[src/rtl/fifo_drain_ctrl.sv]
// FIFO-to-SPI drain controller: tracks FIFO occupancy and moves words to an
// SPI transmitter in threshold-triggered or flush-triggered bursts.
module fifo_drain_ctrl #(
    parameter int WIDTH     = 16,
    parameter int DEPTH     = 32,
    parameter int THRESHOLD = 8,
    parameter int BURST_LEN = 8
) (
    input  logic             clk,
    input  logic             rst,
    input  logic             fifo_wr_en,
    input  logic             fifo_full,
    input  logic             fifo_empty,
    input  logic [WIDTH-1:0] fifo_dout,
    output logic             fifo_rd_en,
    input  logic             flush,
    input  logic             spi_ready,
    output logic             spi_valid,
    output logic [WIDTH-1:0] spi_data,
    output logic             busy,
    output logic [5:0]       level,
    output logic [15:0]      burst_cnt,
    output logic             overflow
);

    localparam logic [2:0] IDLE = 3'd0;
    localparam logic [2:0] RD   = 3'd1;
    localparam logic [2:0] CAP  = 3'd2;
    localparam logic [2:0] TX   = 3'd3;
    localparam logic [2:0] DONE = 3'd4;

    localparam logic [5:0]  THR     = 6'(THRESHOLD);
    localparam logic [5:0]  LVL_MAX = 6'(DEPTH);
    localparam logic [15:0] BLEN    = 16'(BURST_LEN);

    logic [2:0]  state;
    logic [2:0]  state_nxt;
    logic [5:0]  level_nxt;
    logic [15:0] word_cnt;
    logic        flush_pend;
    logic        flush_burst;
    logic        wr_ok;
    logic        start;
    logic        start_flush;
    logic        pend_clr;
    logic        more;

    // Guard against a producer that ignores the full flag.
    assign wr_ok      = fifo_wr_en && !fifo_full && (level != LVL_MAX);
    assign fifo_rd_en = (state == RD) && !fifo_empty;
    assign spi_valid  = (state == TX);
    assign busy       = (state != IDLE);

    assign start_flush = flush_pend && (level != 6'd0);
    assign start       = start_flush || (level >= THR);
    assign pend_clr    = (state == IDLE) && (start_flush || level == 6'd0);

    always_comb begin
        level_nxt = level;
        if (wr_ok && !fifo_rd_en) begin
            level_nxt = level + 6'd1;
        end else if (!wr_ok && fifo_rd_en) begin
            level_nxt = level - 6'd1;
        end
    end

    // A flush burst keeps going while anything is left, including late writes.
    always_comb begin
        more = 1'b0;
        if (flush_burst) begin
            more = (level_nxt != 6'd0);
        end else begin
            more = ((word_cnt + 16'd1) < BLEN) && (level_nxt != 6'd0);
        end
    end

    always_comb begin
        state_nxt = state;
        case (state)
            IDLE: if (start) state_nxt = RD;
            RD:   state_nxt = fifo_empty ? DONE : CAP;
            CAP:  state_nxt = TX;
            TX:   if (spi_ready) state_nxt = more ? RD : DONE;
            DONE: state_nxt = IDLE;
            default: state_nxt = IDLE;
        endcase
    end

    always_ff @(posedge clk or posedge rst) begin
        if (rst) begin
            state       <= IDLE;
            level       <= '0;
            burst_cnt   <= '0;
            overflow    <= 1'b0;
            flush_pend  <= 1'b0;
            flush_burst <= 1'b0;
            word_cnt    <= '0;
            spi_data    <= '0;
        end else begin
            state      <= state_nxt;
            level      <= level_nxt;
            overflow   <= overflow | (fifo_wr_en & fifo_full);
            flush_pend <= flush | (flush_pend & ~pend_clr);
            if (state == IDLE && start) begin
                flush_burst <= start_flush;
                word_cnt    <= '0;
            end
            if (state == TX && spi_ready) begin
                word_cnt <= word_cnt + 16'd1;
            end
            if (state == CAP) begin
                spi_data <= fifo_dout;
            end
            if (state == DONE) begin
                burst_cnt <= burst_cnt + 16'd1;
            end
        end
    end

endmodule

[config.mk]
export PLATFORM = sky130hd
export DESIGN_NAME = fifo_drain_ctrl
export DESIGN_NICKNAME = d
export VERILOG_FILES = /design/src/rtl/fifo_drain_ctrl.sv
export SDC_FILE = /design/constraint.sdc
export NUM_CORES = 1
export LEC_CHECK = 0
export ABC_CLOCK_PERIOD_IN_PS = 6200
export CAP_MARGIN = 20
export CORE_MARGIN = 2
export CORE_UTILIZATION = 50
export CTS_BUF_LIST = sky130_fd_sc_hd__clkbuf_4
export CTS_CLUSTER_DIAMETER = 80
export DETAILED_ROUTE_END_ITERATION = 10
export DONT_BUFFER_PORTS = 1
export PLACE_DENSITY = 0.74
export SLEW_MARGIN = 20
export SYNTH_ARGS = -nofsm -noshare
export SYNTH_HDL_FRONTEND = slang
export SYNTH_SLANG_ARGS = --single-unit
[constraint.sdc]
create_clock -name clk -period 6.2 [get_ports clk]
set_clock_uncertainty 0.1 [all_clocks]
set_input_delay 0.93 -clock clk [delete_from_list [all_inputs] [get_ports clk]]
set_output_delay 0.93 -clock clk [all_outputs]
set_load 0.01 [all_outputs]
==> flow_summary.yaml <==
floorplanning:
  ios: 65
  core_area_mm2: 0.00596
  start_util_pct: 52.1
  die_h_um: 82.8
  die_w_um: 82.8
  die_area_mm2: 0.00685
  rows: 28
setup_path:
  crit_arrival_ns: 3.09
  crit_type: "reg -> reg"
  r2r_end: "state[0]$_DFFE_PP0P_"
  rrSetupSlack_ns: 3.31
  r2r_cells: 8
  cp-end-kind: "flip-flop"
  crit_path_start_kind: "flip-flop"
  required_ns: 6.41
  reg2reg_from: "level[0]$_DFF_PP0_"
  crit_fanout: 9
placement:
  port_buffers: 0
  gp_congestion: 0.872
  placed_area_mm2: 0.00313
  hpwl_um: 4370
finish:
  antenna_cells: 0
  final_layout_size_suffix_gt1_share_pct: 15.9
  area_delta_synth_final_pct: 5.61
  nets: 331
  fin_util_pct: 55.0
  stdcell_area_mm2: 0.00328
timing:
  rsz0062_at_grt: "false"
  drv_slew: 0
  slew-limit-headroom_pct: 43.7
  fin_setup_tns_ns: 0
  finalSetupViolCount: 0
  period_share_pct: 46.5
  fmax_ghz: 0.347
  post-route-min-period_ns: 2.89
  tightest_slew_ns: 0.841
  hold_violations: 0
clock_network:
  cts_hold_buf: 0
  clk_pin_slew_worst_paths_ns: 0.10
  cts_made_buffers: 9
  cts_resized: 0
  clock_latency_ns: 0.42
  clockBufferDepth: 2
  tritoncts: "done"
  cts.sinks: 60
  cts_setup_buffers: 0
  cts-htree-levels: 3
  clockRootBuffer: "clkbuf_4"
power:
  combPwrFrac_pct: 28.1
  leakagePower_nw: 1.40
  switching_share_pct: 38.7
  clkPwrFrac_pct: 21.2
  switchingPower_mw: 0.504
  power_frac_seq_pct: 50.7
  power_per_cell_area_mw_per_mm2: 397
  ir_drop_v: 0.000281
  power_mw: 1.30
  internal_power_mw: 0.797
synth:
  syn-num-nets: 332
  synth.distinct_cells: 55
  synth_cells: 305
  syn_area_mm2: 0.00310
  yosys_warnings: 0
  syn_avg_cell_area_um2: 10.2
  synth_ff_type: "dfrtp_1"
  synth-seq-area-share_pct: 48.4
  synth_edf_count: 0
  async_flop_share_pct: 100
  ys_seq_elements: 60
grt:
  antenna_found_initial: 0
  gr-usage-met2_pct: 28.7
  grt_pass1_vias: 2168
  grtUsageMet1_pct: 22.3
  busiest_layer: "met2"
  grt_pass1_wl_um: 9480
  grt_use_total_pct: 18.8
  grt_start_max_net_pins: 61
  overflow: 0
  grt.met3_usage_pct: 7.61
hold_path:
  min_to: "flush_burst$_DFFE_PP0P_"
  min_from: "flush_burst$_DFFE_PP0P_"
  hold_depth: 2
  min-delay-path-class: "reg -> reg"
detailed_routing:
  first_pass_iters: 4
  initialDrtViolationCount: 158
  wl_per_cell_um: 16.0
  wirelength_um: 6130
  ant_nets: 0
  routed_via_density: 6.10
  vias: 2342
  drc: 0
run_status:
  status: "completed"
run:
  drv_cap: 0
-- sequential cells by signal, indices dropped and copies added, names as in the netlist --
register and count:
level 6, burst_cnt 16, flush_pend 1, flush_burst 1, overflow 1, word_cnt 16
spi_data 16, state 3
-- synthesized netlist by cell type (3+ instances only) --
cell type	instances	share of area [%]
nor2_1	19	2.3
mux2_2	18	6.5
and3_1	7	1.4
nand4_1	11	2.2
nand2_1	28	3.4
ha_1	4	1.6
xor2_1	4	1.1
mux2i_1	3	0.97
o211a_1	3	0.97
inv_1	7	0.85
xnor2_1	19	5.4
nand3_1	11	1.8
o21ai_0	29	4.7
nor3_1	12	1.9
clkbuf_1	10	1.2
a31oi_1	5	1.0
dfrtp_1	60	48
a21oi_1	5	0.81
o31ai_1	3	0.73
-- worst max-delay path, stage by stage, from the launching register on --
cell and delay [ns]:
dfrtp_1 0.57, inv_1 0.10, ha_1 0.26, nand2b_1 0.13, o21ai_1 0.24, or4_1 0.46
a32o_1 0.26, or4_1 0.44, o211a_1 0.23
-- cell type report --
| class | count | area (um^2) |
|---|---|---|
| Multi-Input combinational cell | 223 | 1490 |
| Inverter | 8 | 35.0 |
| Clock buffer | 9 | 67.6 |
| Timing Repair Buffer | 2 | 15.0 |
| Fill cell | 534 | 2680 |
| Clock inverter | 7 | 75.1 |
| Sequential cell | 60 | 1500 |
| Tap cell | 75 | 93.8 |
-- per-stage QoR --
step,setup WS (ns),cells,hold WS (ns)
finish,3.31,384,0.405
global route,3.20,384,0.446
CTS,3.31,384,0.416
detailed placement,3.14,368,0.393
global placement,3.20,368,0.391
floorplan,3.25,305,0.359
-- power groups by stage --
stage	combinational, mW	clock (mW)	sequential (mW)
floorplan	0.343	0	0.617
global placement	0.359	0	0.666
detailed placement	0.367	0	0.669
CTS	0.368	0.283	0.661
global route	0.408	0.296	0.679
finish	0.365	0.276	0.660
-- routing by layer --
| layer | share of wire, % | vias up |
|---|---|---|
| li1 | - | 1097 |
| met1 | 40 | 1127 |
| met2 | 49 | 102 |
| met3 | 8.0 | 16 |
| met4 | 2.7 | 0 |
| met5 | 0 | - |
-- cells in the final DEF, fill, tap and decap left out, types with 6 or more instances in the layout --
master and instances:
nand2_1 28, inv_1 6, nor2_1 19, xnor2_1 19, nand4_1 11, nor3_1 12, clkbuf_4 9, and3_1 7
dfrtp_1 60, nand3_1 11, o21ai_0 29, mux2_2 18
-- how the worst max path moves through the flow --
stage	startpoint	endpoint	slack [ns]	cells past startpoint
after global placement	fifo_empty	state[0]$_DFFE_PP0P_	3.20	6
after floorplan	fifo_empty	state[0]$_DFFE_PP0P_	3.25	6
after detailed placement	fifo_empty	state[0]$_DFFE_PP0P_	3.14	6
after global routing	level[0]$_DFF_PP0_	state[0]$_DFFE_PP0P_	3.20	8
after CTS	level[0]$_DFF_PP0_	state[0]$_DFFE_PP0P_	3.31	8
final	level[0]$_DFF_PP0_	state[0]$_DFFE_PP0P_	3.31	8
-- logic make-up after synthesis --
| logic type | count (synthesis) | synth area share, % |
|---|---|---|
| multiplexers | 21 | 7.50 |
| flip-flops | 60 | 48.4 |
| XOR/XNOR | 23 | 6.49 |
| adder cells (fa/ha/maj) | 4 | 1.61 |
| buffers and inverters | 22 | 3.63 |
| AO/OA/AOI/OAI | 62 | 12.8 |
| AND/OR/NAND/NOR | 113 | 19.5 |
No activity file was read; power rests on OpenSTA's default activity.
